--- config.mk ---
export PLATFORM = sky130hd
export DESIGN_NAME = sigma_delta_decimator
export DESIGN_NICKNAME = d
export VERILOG_FILES = /design/src/rtl/sigma_delta_decimator.sv
export SDC_FILE = /design/constraint.sdc
export NUM_CORES = 1
export LEC_CHECK = 0
export CAP_MARGIN = 5
export CORE_ASPECT_RATIO = 0.9
export CORE_MARGIN = 2
export CORE_UTILIZATION = 52
export DETAILED_ROUTE_END_ITERATION = 8
export PLACE_DENSITY_LB_ADDON = 0.2
export SYNTH_ARGS = -nofsm -noshare
export SYNTH_HDL_FRONTEND = slang
export SYNTH_SLANG_ARGS = --single-unit
--- constraint.sdc ---
create_clock -name clk -period 6.5 [get_ports clk]
set_clock_uncertainty 0.15 [all_clocks]
set_input_delay 1.3 -clock clk [delete_from_list [all_inputs] [get_ports clk]]
set_output_delay 1.3 -clock clk [all_outputs]
set_load 0.05 [all_outputs]
--- src/rtl/sigma_delta_decimator.sv ---
// Third-order CIC decimator turning a 1-bit delta-sigma stream into signed PCM.
// Integrators run every accepted bit; capture and comb stages run once per frame.
module sigma_delta_decimator #(
  parameter int BW     = 16,
  parameter int LOG2_R = 6
) (
  input  logic                     clk,
  input  logic                     rst_n,
  input  logic                     bit_i,
  input  logic                     bit_valid_i,
  output logic signed [BW-1:0]     pcm_o,
  output logic                     pcm_valid_o,
  output logic [LOG2_R-1:0]        phase_o
);

  localparam int W     = 2 + 3 * LOG2_R;
  localparam int SHIFT = 3 * LOG2_R - (BW - 1);

  localparam logic signed [W-1:0] PMAX =
    {{(W-BW+1){1'b0}}, {(BW-1){1'b1}}};
  localparam logic signed [W-1:0] NMIN = ~PMAX;

  logic signed [W-1:0] x;
  logic signed [W-1:0] i1_q, i1_d;
  logic signed [W-1:0] i2_q, i2_d;
  logic signed [W-1:0] i3_q, i3_d;
  logic signed [W-1:0] d_q, d_d;
  logic signed [W-1:0] dp_q, dp_d;
  logic signed [W-1:0] c1p_q, c1p_d;
  logic signed [W-1:0] c2p_q, c2p_d;
  logic signed [W-1:0] c1, c2, c3, sh;
  logic [LOG2_R-1:0]   cnt_q, cnt_d;
  logic                cap_q, cap_d;
  logic                comb_q, comb_d;
  logic signed [BW-1:0] pcm_q, pcm_d;
  logic                vld_q, vld_d;

  // bit 1 -> +1, bit 0 -> -1 (all ones)
  assign x = {{(W-1){~bit_i}}, 1'b1};

  always_comb begin
    i1_d   = i1_q;
    i2_d   = i2_q;
    i3_d   = i3_q;
    cnt_d  = cnt_q;
    cap_d  = 1'b0;
    if (bit_valid_i) begin
      i1_d  = i1_q + x;
      i2_d  = i2_q + i1_q;
      i3_d  = i3_q + i2_q;
      cnt_d = cnt_q + 1'b1;
      cap_d = (cnt_q == '1);
    end
  end

  always_comb begin
    comb_d = cap_q;
    d_d    = cap_q ? i3_q : d_q;
    c1     = d_q - dp_q;
    c2     = c1 - c1p_q;
    c3     = c2 - c2p_q;
    sh     = c3 >>> SHIFT;
    dp_d   = dp_q;
    c1p_d  = c1p_q;
    c2p_d  = c2p_q;
    pcm_d  = pcm_q;
    vld_d  = 1'b0;
    if (comb_q) begin
      dp_d  = d_q;
      c1p_d = c1;
      c2p_d = c2;
      vld_d = 1'b1;
      if (sh > PMAX)
        pcm_d = PMAX[BW-1:0];
      else if (sh < NMIN)
        pcm_d = NMIN[BW-1:0];
      else
        pcm_d = sh[BW-1:0];
    end
  end

  always_ff @(posedge clk) begin
    if (!rst_n) begin
      i1_q   <= '0;
      i2_q   <= '0;
      i3_q   <= '0;
      d_q    <= '0;
      dp_q   <= '0;
      c1p_q  <= '0;
      c2p_q  <= '0;
      cnt_q  <= '0;
      cap_q  <= 1'b0;
      comb_q <= 1'b0;
      pcm_q  <= '0;
      vld_q  <= 1'b0;
    end else begin
      i1_q   <= i1_d;
      i2_q   <= i2_d;
      i3_q   <= i3_d;
      d_q    <= d_d;
      dp_q   <= dp_d;
      c1p_q  <= c1p_d;
      c2p_q  <= c2p_d;
      cnt_q  <= cnt_d;
      cap_q  <= cap_d;
      comb_q <= comb_d;
      pcm_q  <= pcm_d;
      vld_q  <= vld_d;
    end
  end

  assign pcm_o       = pcm_q;
  assign pcm_valid_o = vld_q;
  assign phase_o     = cnt_q;

endmodule

==> results.sh <==
export IMPL_crit_required_ps=6670
export IMPL_vdd_drop_max_mv=0.231
export IMPL_cp_max_fo=8
export IMPL_pre_cts_ws_ps=-23.2
export IMPL_grt_max_degree=82
export IMPL_diodes=0
export IMPL_drive_above_1_share_pct=7.63
export IMPL_syn_num_nets=1387
export IMPL_timing_hold_ws_ps=324
export IMPL_numCtsBuffers=17
export IMPL_netlist_area_leader_share_pct=29.6
export IMPL_report_final_slew_viol_count=0
export IMPL_die_width_um=158
export IMPL_start_util_pct=53.3
export IMPL_die_h_um=143
export IMPL_drt_total_wl_mm=20.6
export IMPL_synth_top_area_cell="dfxtp_1"
export IMPL_final_area_um2=12400
export IMPL_min_path_type="reg2reg"
export IMPL_slew_headroom_pct=32.0
export IMPL_num_vias=8325
export IMPL_coreArea_um2=20900
export IMPL_worstMarginPinSlew_ps=1020
export IMPL_powerDensity_nw_per_um2=216
export IMPL_path_clk_slew_ps=70
export IMPL_antenna_left=0
export IMPL_final_core_util_pct=59.6
export IMPL_synth_seq_area_share_pct=29.6
export IMPL_gp_congestion=0.825
export IMPL_fin_ws_ps=435
export IMPL_hpwl_mm=14.1
export IMPL_drtIter0Drc=395
export IMPL_drt_pass1_iter_count=7
export IMPL_postCtsHoldBufs=0
export IMPL_synth_area_um2=11100
export IMPL_path_common_cell="a21oi_1"
export IMPL_leakage_nw=4.91
export IMPL_grt_pass1_vias=7998
export IMPL_synthArstFlopShare_pct=0
export IMPL_synth_cell_types=69
export IMPL_area_growth_syn_to_layout_pct=11.7
export IMPL_synth_most_common_cell="dfxtp_1"
export IMPL_power_total_mw=2.69
export IMPL_slowest_stage="or3_1"
export IMPL_cts_sinks=165
export IMPL_syn_inst=1265
export IMPL_io_pins=27
export IMPL_hold_viol_final=0
export IMPL_yosys_warnings=0
export IMPL_setup_violations=0
export IMPL_end_kind="flip-flop"
export IMPL_clockBufferDepth=2
export IMPL_layout_nets=1406
export IMPL_wl_per_cell_um=13.0
export IMPL_port_buffer_count=26
export IMPL_insertion_delay_ps=430
export IMPL_status="finished, final reports clean"
export IMPL_critical_path_class="reg2reg"
export IMPL_finalCritPeriodShare_pct=93.3
export IMPL_cts_root_buf="clkbuf_16"
export IMPL_ys_ff_latch=165
export IMPL_max_freq_mhz=165
export IMPL_grt_pass1_wl_mm=36.1
export IMPL_die_area_um2=22600
export IMPL_maxCapViolations=0
export IMPL_drc=0
export IMPL_synthTopCellsByCount="165 x dfxtp_1, 129 x nor2b_1, 117 x mux2i_1"
export IMPL_cts_max_level=4
export IMPL_grt_overflow_total=0
export IMPL_cts_tree="built"
export IMPL_cp_start_kind="flip-flop"
export IMPL_synth_area_per_cell_um2=8.81
export IMPL_slowest_delay_ps=390
export IMPL_viasPerCell=5.26
export IMPL_antenna_found_initial=0
export IMPL_grt_use_total_pct=19.2
export IMPL_arrival_ps=6230
export IMPL_post_dp_cell_area_um2=11600
export IMPL_final_min_clock_period_ps=6070
export IMPL_synth_ff_type="dfxtp_1"
export IMPL_synth_top_cells_by_area="dfxtp_1 30%, ha_1 13%, mux2i_1 11%, nor2b_1 7.2%, xnor2_1 6.3%"
export IMPL_synth_edff_count=0
export IMPL_row_count=50
-- layout make-up --
type	count	area (µm²)
Timing Repair Buffer	42	375
Clock buffer	19	453
Fill cell	1920	8450
Inverter	89	334
Clock inverter	13	194
Multi-Input combinational cell	969	7420
Sequential cell	165	3310
Tap cell	286	358
-- stage by stage --
stage	setup TNS (ps)	std cells
floorplan	0	1265
global placement	0	1540
detailed placement	-32.4	1540
CTS	0	1572
global route	-60.3	1583
finish	0	1583
-- critical path: cells and delay by family, from the launching register on --
family / cells / cell delay [ps]
AOI/OAI and AO/OA: 15 / 2560
and+or+nand+nor: 6 / 1330
adders and majority gates: 3 / 820
DFF: 1 / 330
buffers and inverters: 3 / 320
xor gates and xnor gates: 2 / 290
muxes: 1 / 160
-- cell families (layout without fill, tap and decap cells) --
group	Yosys count	in the layout	share of synthesized area (%)
AO/OA/AOI/OAI	273	273	15.9
XOR/XNOR	98	98	7.96
adder cells (fa/ha/maj)	118	118	13.6
buffers and inverters	132	163	4.58
flip-flops	165	165	29.6
multiplexers	120	121	10.8
AND/OR/NAND/NOR	359	359	17.5
-- layout by cell type, fill, tap and decap left out, types with 10 or more instances in the layout --
master | netlist | layout
dfxtp_1 | 165 | 163
nor2b_1 | 129 | 129
mux2i_1 | 117 | 117
ha_1 | 113 | 111
inv_1 | 89 | 89
xnor2_1 | 80 | 80
a21oi_1 | 81 | 78
nor2_1 | 76 | 75
nand2_1 | 49 | 49
o21ai_0 | 49 | 48
clkdlybuf4s50_1 | 0 | 24
o21ai_1 | 23 | 23
nand2b_1 | 18 | 18
a21o_1 | 18 | 18
buf_4 | 0 | 18
clkbuf_16 | 0 | 17
o21a_1 | 15 | 15
xor2_1 | 15 | 15
nor3_1 | 14 | 14
a21oi_2 | 10 | 13
and3_1 | 11 | 11
nand2_2 | 10 | 10
-- sequential cells by signal (all words and copies together) (netlist names), 6 cells and up --
name / cells
dp_q: 20
i3_q: 20
phase_o: 6
i1_q: 20
i2_q: 20
c1p_q: 20
c2p_q: 20
d_q: 20
pcm_o: 16
-- repair_timing --
action	in CTS	in global routing
endpoints found under the hold margin	0	0
gates cloned	0	1
buffers inserted	0	10
pin swaps	0	2
endpoints found under the setup margin	2	15
resized for setup	1	15
-- worst paths after layout --
check / start / to / slack (ps) / cells after the start
worst max-delay path: dp_q[1]$_SDFFE_PN0P_ / pcm_o[13]$_SDFFE_PN0P_ / 430 / 30
worst min register to register: i3_q[19]$_SDFFE_PN0P_ / i3_q[19]$_SDFFE_PN0P_ / 320 / 2
worst min-delay path: i3_q[19]$_SDFFE_PN0P_ / i3_q[19]$_SDFFE_PN0P_ / 320 / 2
worst max register to register: dp_q[1]$_SDFFE_PN0P_ / pcm_o[13]$_SDFFE_PN0P_ / 430 / 30
-- routing by layer --
layer | global-route usage [%] | part of all wire (%) | vias up
li1 | - | - | 4453
met1 | 26.8 | 55 | 3810
met2 | 30.5 | 43 | 50
met3 | 3.98 | 2.1 | 12
met4 | 4.13 | 0.72 | 0
met5 | 0 | 0 | -
-- power breakdown --
part	switching (mW)	total (mW)	internal [mW]
clock	0.439	1.11	0.670
combinational	0.240	0.470	0.230
sequential	0.0452	1.11	1.06
Note: power is estimated with default switching activity, not from simulation.
